$ cat src/rtl/prbs_sched_pkg.sv
// Shared types and constants for the PRBS frame scheduler.
package prbs_sched_pkg;

  // Scheduler states, in the order a frame walks through them.
  typedef enum logic [2:0] {
    ST_IDLE = 3'd0,
    ST_PRE  = 3'd1,
    ST_PAY  = 3'd2,
    ST_LAST = 3'd3,
    ST_GAP  = 3'd4
  } sched_state_t;

  // Smallest legal frame: one preamble, one payload and one last beat.
  localparam int MIN_FRAME_BEATS = 3;

endpackage

$ cat src/rtl/sched_down_counter.sv
// Loadable down-counter with enable and zero flag.
// Load wins over enable; the count saturates at zero.
module sched_down_counter #(
  parameter int W = 8
) (
  input  logic         clk,
  input  logic         rst,
  input  logic         load,
  input  logic [W-1:0] load_val,
  input  logic         en,
  output logic         zero
);

  logic [W-1:0] cnt_reg;

  // Count register: load takes priority, then decrement while non-zero.
  always_ff @(posedge clk or posedge rst) begin
    if (rst) begin
      cnt_reg <= '0;
    end else if (load) begin
      cnt_reg <= load_val;
    end else if (en && (cnt_reg != '0)) begin
      cnt_reg <= cnt_reg - 1'b1;
    end
  end

  assign zero = (cnt_reg == '0);

endmodule

$ cat src/rtl/prbs_frame_scheduler.sv
// Drives preamble/payload/last enables into the MAC PRBS generator as a
// train of frames with programmable length, gap and count, paced by
// txaxistready.
module prbs_frame_scheduler
  import prbs_sched_pkg::*;
#(
  parameter int LEN_W = 16,
  parameter int GAP_W = 8,
  parameter int CNT_W = 32
) (
  input  logic             txclk,
  input  logic             txrst,
  input  logic             start,
  input  logic             stop,
  input  logic [LEN_W-1:0] cfg_frame_len,
  input  logic [GAP_W-1:0] cfg_gap,
  input  logic [CNT_W-1:0] cfg_num_frames,
  input  logic             txaxistready,
  output logic             preable_en,
  output logic             txen,
  output logic             tlast_en,
  output logic             busy,
  output logic             done,
  output logic [CNT_W-1:0] frame_count
);

  localparam logic [LEN_W-1:0] MIN_LEN = LEN_W'(MIN_FRAME_BEATS);

  sched_state_t     state_reg, state_next;
  logic [LEN_W-1:0] len_reg;
  logic [GAP_W-1:0] gap_reg;
  logic [CNT_W-1:0] num_reg;
  logic             stop_pend_reg;

  logic             latch_cfg, beat_load, beat_en, gap_load, gap_en;
  logic             frame_inc, run_end;
  logic             beat_zero, gap_zero;
  logic [LEN_W-1:0] beat_load_val;
  logic [GAP_W-1:0] gap_load_val;

  // Payload counter holds remaining beats after the current one, so the
  // PAY phase lasts len-2 accepted beats. Gap counter is loaded with
  // gap-1 so the GAP phase lasts max(gap,1) cycles.
  assign beat_load_val = len_reg - MIN_LEN;
  assign gap_load_val  = (gap_reg == '0) ? '0 : gap_reg - 1'b1;

  sched_down_counter #(.W(LEN_W)) u_beat_cnt (
    .clk      (txclk),
    .rst      (txrst),
    .load     (beat_load),
    .load_val (beat_load_val),
    .en       (beat_en),
    .zero     (beat_zero)
  );

  sched_down_counter #(.W(GAP_W)) u_gap_cnt (
    .clk      (txclk),
    .rst      (txrst),
    .load     (gap_load),
    .load_val (gap_load_val),
    .en       (gap_en),
    .zero     (gap_zero)
  );

  // Next-state logic and per-cycle control strobes.
  always_comb begin
    state_next = state_reg;
    latch_cfg  = 1'b0;
    beat_load  = 1'b0;
    beat_en    = 1'b0;
    gap_load   = 1'b0;
    gap_en     = 1'b0;
    frame_inc  = 1'b0;
    run_end    = 1'b0;
    case (state_reg)
      ST_IDLE: begin
        if (start) begin
          latch_cfg  = 1'b1;
          state_next = ST_PRE;
        end
      end
      ST_PRE: begin
        if (txaxistready) begin
          beat_load  = 1'b1;
          state_next = ST_PAY;
        end
      end
      ST_PAY: begin
        if (txaxistready) begin
          if (beat_zero) state_next = ST_LAST;
          else           beat_en    = 1'b1;
        end
      end
      ST_LAST: begin
        if (txaxistready) begin
          frame_inc  = 1'b1;
          gap_load   = 1'b1;
          state_next = ST_GAP;
        end
      end
      ST_GAP: begin
        if (gap_zero) begin
          if (stop_pend_reg || ((num_reg != '0) && (frame_count == num_reg))) begin
            run_end    = 1'b1;
            state_next = ST_IDLE;
          end else begin
            state_next = ST_PRE;
          end
        end else begin
          gap_en = 1'b1;
        end
      end
      default: state_next = ST_IDLE;
    endcase
  end

  // State register and registered enables / status outputs.
  always_ff @(posedge txclk or posedge txrst) begin
    if (txrst) begin
      state_reg  <= ST_IDLE;
      preable_en <= 1'b0;
      txen       <= 1'b0;
      tlast_en   <= 1'b0;
      busy       <= 1'b0;
      done       <= 1'b0;
    end else begin
      state_reg  <= state_next;
      preable_en <= (state_next == ST_PRE);
      txen       <= (state_next == ST_PAY);
      tlast_en   <= (state_next == ST_LAST);
      busy       <= (state_next != ST_IDLE);
      done       <= run_end;
    end
  end

  // Shadow configuration, captured only when a run starts.
  always_ff @(posedge txclk or posedge txrst) begin
    if (txrst) begin
      len_reg <= MIN_LEN;
      gap_reg <= '0;
      num_reg <= '0;
    end else if (latch_cfg) begin
      len_reg <= (cfg_frame_len < MIN_LEN) ? MIN_LEN : cfg_frame_len;
      gap_reg <= cfg_gap;
      num_reg <= cfg_num_frames;
    end
  end

  // Completed-frame counter; wraps naturally in continuous mode.
  always_ff @(posedge txclk or posedge txrst) begin
    if (txrst) begin
      frame_count <= '0;
    end else if (latch_cfg) begin
      frame_count <= '0;
    end else if (frame_inc) begin
      frame_count <= frame_count + 1'b1;
    end
  end

  // Sticky stop request; ignored in IDLE and cleared on return to IDLE.
  always_ff @(posedge txclk or posedge txrst) begin
    if (txrst) begin
      stop_pend_reg <= 1'b0;
    end else if (state_next == ST_IDLE) begin
      stop_pend_reg <= 1'b0;
    end else if (stop && (state_reg != ST_IDLE)) begin
      stop_pend_reg <= 1'b1;
    end
  end

endmodule

$ cat config.mk
export PLATFORM = sky130hd
export DESIGN_NAME = prbs_frame_scheduler
export DESIGN_NICKNAME = d
export VERILOG_FILES = /design/src/rtl/prbs_sched_pkg.sv /design/src/rtl/sched_down_counter.sv /design/src/rtl/prbs_frame_scheduler.sv
export SDC_FILE = /design/constraint.sdc
export NUM_CORES = 1
export LEC_CHECK = 0
export ABC_AREA = 1
export CAP_MARGIN = 30
export CORE_MARGIN = 5
export CORE_UTILIZATION = 37
export CTS_BUF_LIST = sky130_fd_sc_hd__clkbuf_16
export DETAILED_ROUTE_END_ITERATION = 6
export SLEW_MARGIN = 15
export SYNTH_ARGS = -nofsm -noshare
export SYNTH_HDL_FRONTEND = slang
export SYNTH_SLANG_ARGS = --single-unit
$ cat constraint.sdc
create_clock -name txclk -period 4.8 [get_ports txclk]
set_clock_uncertainty 0.05 [all_clocks]
set_input_delay 0.96 -clock txclk [delete_from_list [all_inputs] [get_ports txclk]]
set_output_delay 0.96 -clock txclk [all_outputs]
set_load 0.02 [all_outputs]
==> results of run 1 <==
layout by cell type (no fill, tap or decap), types with 7 or more instances in the layout:
master	instances
or2_2	9
o21ai_0	68
clkbuf_16	17
nand4_1	20
nor3_1	26
xor2_1	14
xnor2_1	28
dfrtp_1	119
a21oi_1	25
nor2_1	91
nor2_2	7
inv_1	100
clkinv_2	8
nand3_1	47
clkdlybuf4s50_1	97
o21ai_2	12
o211ai_1	12
nand2_1	280
per-stage QoR:
| step | instances | area [sq um] |
|---|---|---|
| 2_1_floorplan | 951 | 7050 |
| 4_1_cts | 1287 | 8840 |
| 6_report | 1287 | 8840 |
| 3_5_place_dp | 1255 | 8230 |
| 3_3_place_gp | 1255 | 8230 |
| 5_1_grt | 1287 | 8840 |
report_power, final:
part | internal [mW] | switching, mW
Clock | 0.860 | 0.468
Sequential | 1.41 | 0.370
Combinational | 0.734 | 1.14
layout make-up:
type,instances,area share (%)
clock buffer,17,4.81
timing repair buffer,102,11.7
sequential,121,34.3
tap,234,3.31
clock inverter,15,2.08
inverter,107,4.59
multi-input combinational,691,39.2
critical path: cells and delay by family:
kind            cells  cell delay (ns)
buf+inv             3             1.52
simple gates        3             0.59
compound gates      1             0.10
path summary, 6_finish.rpt:
check | startpoint | to | slack [ns] | depth (start not counted)
worst max-delay path | start | frame_count[22] | 1.81 | 7
worst min-delay path | len_reg[15] | len_reg[15] | 0.46 | 2
worst max register to register | state_reg[1] | frame_count[22] | 2.09 | 7
worst min register to register | len_reg[15] | len_reg[15] | 0.46 | 2
max in group asynchronous | txrst | len_reg[1] | 2.89 | 3
min in group asynchronous | txrst | num_reg[9] | 0.97 | 2
per-layer routing:
layer | wire, um | part of all wire, % | global-route usage, % | up-vias
met5 | 0 | 0 | 0 | -
li1 | - | - | - | 3258
met4 | 270 | 1.4 | 5.31 | 0
met1 | 8810 | 46 | 23.8 | 2890
met3 | 937 | 4.9 | 4.72 | 23
met2 | 9000 | 47 | 30.1 | 131
cell families after synthesis:
kind of cell | count (synthesis) | synth area share, %
AND/OR/NAND/NOR | 502 | 30.7
AO/OA/AOI/OAI | 142 | 12.2
buffers and inverters | 139 | 7.99
flip-flops | 121 | 43.0
XOR/XNOR | 42 | 5.22
adder cells (fa/ha/maj) | 5 | 0.887
==> run metrics, run 1 <==
status finished, final reports clean; setup slack after layout 1.81 ns; # Post-CTS Setup Buffers 0; die width around 150 um; DR iter-0 viols ~400; final WL 19.0 mm; CP cell instances clkdlybuf4s50_1, nand3_2, inv_2, buf_12, nor2_1, nand2_1, o21ai_0; syn_area_per_cell 7.41 sq um; cell count after synthesis 951; area added between synthesis and finish 25.4%; Worst Path Arrival 3.22 ns; Num CTS Buffers 17; WHS 0.455 ns; Skew-Pair Late Insertion Delay 0.42 ns; unrepaired setup endpoints after global routing no; post-synth design cell area 7050 sq um; Pwr per Cell Area between 500 and 600 nW/um^2; max-cap viol count 0; storage element area 3030 sq um; all-layer global routing usage 18.3%; CTS H-tree depth 4; number of global-route vias before repair between 6000 and 7000; Longest Clk Path Bufs 2; Boundary Pins 98; drt wl/cell 14.8 um; gr ovfl total 0; core area 18700 sq um; # diodes 0; hold_buf cts 0; Commonest cells post-synth nand2_1 (280), dfrtp_1 (119), inv_1 (100); CTS root buffer clkbuf_16; Async SR Flop Fraction 100%; First-pass DRT Iterations 5; Fmax achieved 334 MHz; fin crit period roughly 3 ns; Vias/cell 4.90; Max Slew Vio Count 0; FF+latch count, synth 121; largest area contributor in the netlist dfrtp_1; # DRC 0; Max VDD drop 274 uV; layout cells sized above 1 8.83%; nature of the critical path endpoint register; Final nets 1106; Req. time, crit path 5.02 ns; initial antenna violation count 0; Fin. Hold Viols 0; worst-path fanout max 48; Fill cells 1845; LEAKAGE 3.91 nW; syn_nets 1017; Seq/Total Area, Yosys 43.0%; # clock sinks roughly 120; Slowest-stage cell, CP inv_2; worst slew pin tran 0.714 ns; via count 6302; total power draw 4.98 mW; Hold Path Class register to register; Detail Route Antenna Nets 0; Largest stage delay, worst path roughly 0.74 ns; Setup Crit Path Kind input port to register; first-pass GRT wire length 32.0 mm; gp weighted congestion 0.889; top cells by area, synth dfrtp_1 (42%), nand2_1 (15%), inv_1 (5.3%), nor2_1 (4.8%), o21ai_0 (4.8%); area of the multi-input gates approximately 3500 sq um; post-cts resize count 0; CTS tree yes; DP Wirelength roughly 14 mm; largest net degree at the start of global routing about 70; YS warnings 0; Final Util 47.2%; type of origin of the critical path input port; pre-CTS WS 1.34 ns; row cnt 50; clock slew at reported path FFs roughly 0.06 ns; post-synthesis cell type count 49; PortBufs between 90 and 100; commonest register cell after synthesis dfrtp_1; Worst slew margin 52.4%; Post-synth EDFFs 0; Final Cycle Share 62.4%; Starting Density 37.7%; setup TNS 0 ns; Synth top area share ~42%; Final setup viols 0; die area between 20000 and 25000 sq um; chip height roughly 150 um; count leader, synth nand2_1
(Power assumes the default switching activity.)
==> run 2: changes to the inputs <==
clock period = 3 ns   (was 4.8 ns; I/O delays follow)
==> run 2 against run 1 <==
Global-route usage is 0.15 points lower. Combinational power grew 62%. Final area increased by 0.18%. Die area unchanged. Setup slack got worse by 1.1 ns. First-iteration DRC count shrank 17%. Utilization rose by 0.087 points. Total power grew 60%. Highest routed layer unchanged. Critical path depth decreased by 6.
==> run metrics, run 2 (synthesis results as in run 1) <==
First-pass DRT Iterations 5; Starting Density 37.7%; switching share of power 40.4%; layer carrying the most global-route usage met2; count of buffer and inverter cells on the critical path 1; cell internal pwr 4.74 mW; # DRC 0; clock slew at reported path FFs 0.05 ns; type of origin of the critical path register; Longest Clk Path Bufs 2; max-cap viol count 0; Vias/cell between 4 and 5; total power draw 7.96 mW; Max Slew Vio Count 0; area added between synthesis and finish 25.6%; clock share of power 26.1%; Fmax achieved 433 MHz; Max VDD drop 434 uV; first-pass GRT wire length 31.8 mm; CTS H-tree depth 4; met2 Use GR roughly 30%; Seq pwr share 35.8%; status finished, final reports clean; DP Wirelength 13.5 mm; Setup Crit Path Kind register to primary output; fin crit period 2.31 ns; Req. time, crit path 2.35 ns; largest net degree at the start of global routing 122; Fin. Hold Viols 0; Final Util 47.3%; M1 GR Usage 23.8%; Hold Path Class register to register; Slowest-stage cell, CP clkdlybuf4s50_1; post-cts resize count 0; Skew-Pair Late Insertion Delay between 0.4 and 0.5 ns; LEAKAGE about 4 nW; critical path's top delay family buffers and inverters; Largest stage delay, worst path 0.69 ns; Final nets roughly 1100; row cnt 50; Net Sw Power ~3.2 mW; logic gate share of total power 38.2%; Final Cell Area 8850 sq um; core area 18700 sq um; commonest non-fill, non-tap cell in the layout nand2_1; die area 21900 sq um; gp weighted congestion 0.848; Worst Path Arrival 1.66 ns; # Post-CTS Setup Buffers 0; final WL roughly 19 mm; most frequent cells in the layout nand2_1 (280), dfrtp_1 (119), inv_1 (102), clkdlybuf4s50_1 (97), nor2_1 (91); DR iter-0 viols between 300 and 400; CP cell instances clkdlybuf4s50_1; Boundary Pins slightly below 100; gr ovfl total 0; setup TNS 0 ns; worst slew pin tran 0.691 ns; worst-path fanout max 7; all-layer global routing usage 18.1%; Pwr per Cell Area 899 nW/um^2; # clock sinks 121; CTS tree yes; via count approximately 6400; PortBufs 97; number of global-route vias before repair 6315; # diodes 0; initial antenna violation count 0; drt wl/cell 14.7 um; Final setup viols 0; Num CTS Buffers 17; layout cells sized above 1 9.07%; placed cell area 8270 sq um; Detail Route Antenna Nets 0; die width 148 um; unrepaired setup endpoints after global routing no; chip height between 100 and 150 um; Final Cycle Share 77.0%; nature of the critical path endpoint primary output; hold_buf cts 0; met3 GRT Util approximately 4.6%; Worst slew margin 53.9%; CTS root buffer clkbuf_16
run 2: cell count changes in the layout (fill, tap and decap cells not counted):
| cell | change |
|---|---|
| clkinv_4 | -1 |
| inv_4 | -1 |
| buf_4 | +5 |
| bufinv_16 | -1 |
| inv_6 | +1 |
| inv_1 | +2 |
| clkinv_2 | -3 |
| clkinvlp_4 | +3 |
run 2: power by group through the flow:
stage | Sequential (mW) | Combinational [mW] | Clock, mW
floorplan | 2.77 | 2.25 | 0
detailed placement | 2.85 | 3.07 | 0
global placement | 2.87 | 3.01 | 0
CTS | 2.85 | 3.08 | 2.12
finish | 2.85 | 3.04 | 2.07
global route | 2.94 | 3.49 | 2.18
run 2: layout make-up:
type                       count  area [sq um]
sequential                   121          3030
inverter                     107           407
multi-input combinational    691          3470
fill                        1886          9850
tap                          234           293
clock inverter                15           161
clock buffer                  17           425
timing repair buffer         107          1070
run 2: path summary, 6_finish.rpt:
kind / cells past startpoint / endpoint / slack (ns) / startpoint
hold reg to reg: 2 / len_reg[14] / 0.47 / len_reg[14]
setup reg to reg: 11 / u_beat_cnt.cnt_reg[1] / 0.76 / u_beat_cnt.cnt_reg[0]
max in group asynchronous: 3 / len_reg[10] / 1.73 / txrst
min in group asynchronous: 3 / num_reg[7] / 0.64 / txrst
setup / recovery: 1 / frame_count[15] / 0.69 / frame_count[15]
hold / removal: 2 / len_reg[14] / 0.47 / len_reg[14]
run 2: routing by layer:
metal	vias to the layer above	share of wire, %
met5	-	0
met2	130	46
li1	3267	-
met1	2944	47
met4	0	1.3
met3	17	4.9
run 2: through the flow:
step | setup slack (ns) | hold slack [ns] | cells
2_1_floorplan | 0.868 | 0.419 | 951
3_3_place_gp | 0.551 | 0.445 | 1260
3_5_place_dp | 0.520 | 0.452 | 1260
4_1_cts | 0.631 | 0.472 | 1292
5_1_grt | 0.595 | 0.488 | 1292
6_report | 0.690 | 0.472 | 1292
==> run 3: changes to the inputs <==
clock period = 2.39 ns   (was 3 ns; I/O delays follow)
==> run 3 against run 2 <==
Setup slack got worse by 0.50 ns. Global-route usage about the same. Register-to-register slack got worse by 0.52 ns. Critical path depth increased by 1. Clock power increased by 24%. Sequential share of layout area decreased by 0.58 points. First-iteration DRC count decreased by 3.0%. Non-clock buffer count increased by 12. Die area unchanged. Total power increased by 26%. Largest cell class unchanged. Wire length increased by 0.13%. Clock-buffer cell count unchanged.
==> run metrics, run 3 (synthesis results as in run 1) <==
core area 18700 sq um; area added between synthesis and finish 27.8%; # Post-CTS Setup Buffers 0; PortBufs 97; DR iter-0 viols 320; Detail Route Antenna Nets 0; layout cells sized above 1 10.2%; Longest Clk Path Bufs 2; via count about 6400; all-layer global routing usage 18.2%; type of origin of the critical path register; Hold Path Class input port to async pin; fin crit period 2.20 ns; Worst Path Arrival 1.67 ns; Final Cycle Share 92.0%; final WL between 15 and 20 mm; gr ovfl total 0; Final nets 1123; Worst slew margin 60.7%; most frequent cells in the layout nand2_1 (280), dfrtp_1 (119), inv_1 (99), clkdlybuf4s50_1 (97), nor2_1 (91); Starting Density 37.7%; Req. time, crit path 1.86 ns; chip height 148 um; drt wl/cell between 10 and 15 um; nature of the critical path endpoint primary output; total power draw around 10 mW; Final Util 48.1%; CTS tree yes; gp weighted congestion about 0.85; Fmax achieved around 450 MHz; status finished, final reports clean; row cnt 50; number of global-route vias before repair 6383; max-cap viol count 0; Final setup viols 0; # DRC 0; worst-path fanout max 5; Max VDD drop 554 uV; commonest non-fill, non-tap cell in the layout nand2_1; # diodes 0; Fin. Hold Viols 0; die width 148 um; First-pass DRT Iterations 6; Boundary Pins 98; Setup Crit Path Kind register to primary output; setup slack after layout 0.191 ns; pre-CTS WS -0.0443 ns; WHS around 0.43 ns; LEAKAGE 3.98 nW; setup TNS 0 ns; largest net degree at the start of global routing 42; first-pass GRT wire length 32.0 mm; DP Wirelength 14.3 mm; Pwr per Cell Area ~1100 nW/um^2; unrepaired setup endpoints after global routing no; Fill cells ~1900; die area 21900 sq um; Max Slew Vio Count 0; clock slew at reported path FFs 0.05 ns; # clock sinks 121; initial antenna violation count 0; Skew-Pair Late Insertion Delay 0.42 ns; Vias/cell 4.92; Num CTS Buffers 17; worst slew pin tran 0.589 ns; CTS root buffer clkbuf_16; CTS H-tree depth 4
## run 3: worst max-delay path, cell delays in order, from the launching register on
cell	delay [ns]
dfrtp_1	0.47
buf_4	0.18
clkdlybuf4s50_1	0.60
## run 3: worst paths after layout
check                                            from                     to  slack, ns  cells after the start
worst min register to register             len_reg[1]             len_reg[1]       0.46                      2
max in group asynchronous                       txrst            num_reg[22]       1.32                      3
worst max register to register  u_beat_cnt.cnt_reg[0]  u_beat_cnt.cnt_reg[1]       0.24                     11
min in group txclk                         len_reg[1]             len_reg[1]       0.46                      2
worst max-delay path                  frame_count[19]        frame_count[19]       0.19                      2
worst min-delay path                            txrst             num_reg[0]       0.43                      2
## run 3: repair_timing
| item | 4_1_cts | 5_1_grt |
|---|---|---|
| gates resized for setup | 0 | 2 |
| hold buffers | 0 | 0 |
| endpoints found under the hold margin | 0 | 0 |
| endpoints found under the setup margin | 0 | 12 |
## run 3: power by group
part / leakage [nW] / total [mW] / switching, mW / internal (mW)
logic: 2.15 / 3.93 / 2.34 / 1.59
clock network: 0.278 / 2.57 / 0.953 / 1.62
registers: 1.55 / 3.55 / 0.722 / 2.83
## run 3: per-stage QoR
| stage | area [sq um] | instances |
|---|---|---|
| 2_1_floorplan | 7050 | 951 |
| 3_3_place_gp | 8410 | 1272 |
| 3_5_place_dp | 8410 | 1272 |
| 4_1_cts | 8990 | 1303 |
| 5_1_grt | 9010 | 1303 |
| 6_report | 9010 | 1303 |
## run 3: cell type report
type / count / area (sq um) / share of cell area, %
Clock buffer: 17 / 425 / 4.72
Multi-Input combinational cell: 691 / 3480 / 38.7
Timing Repair Buffer: 119 / 1210 / 13.4
Inverter: 107 / 407 / 4.52
Clock inverter: 14 / 158 / 1.75
Sequential cell: 121 / 3030 / 33.6
Tap cell: 234 / 293 / 3.25
## run 3: metal layers
layer  routed length, um  vias up  GRT usage [%]  share of wire (%)
met1                8860     2988           23.8                 47
met2                8990      117           29.9                 47
met4                 212        0           4.71                1.1
li1                    -     3289              -                  -
met5                   0        -              0                  0
met3                 915       18           5.06                4.8
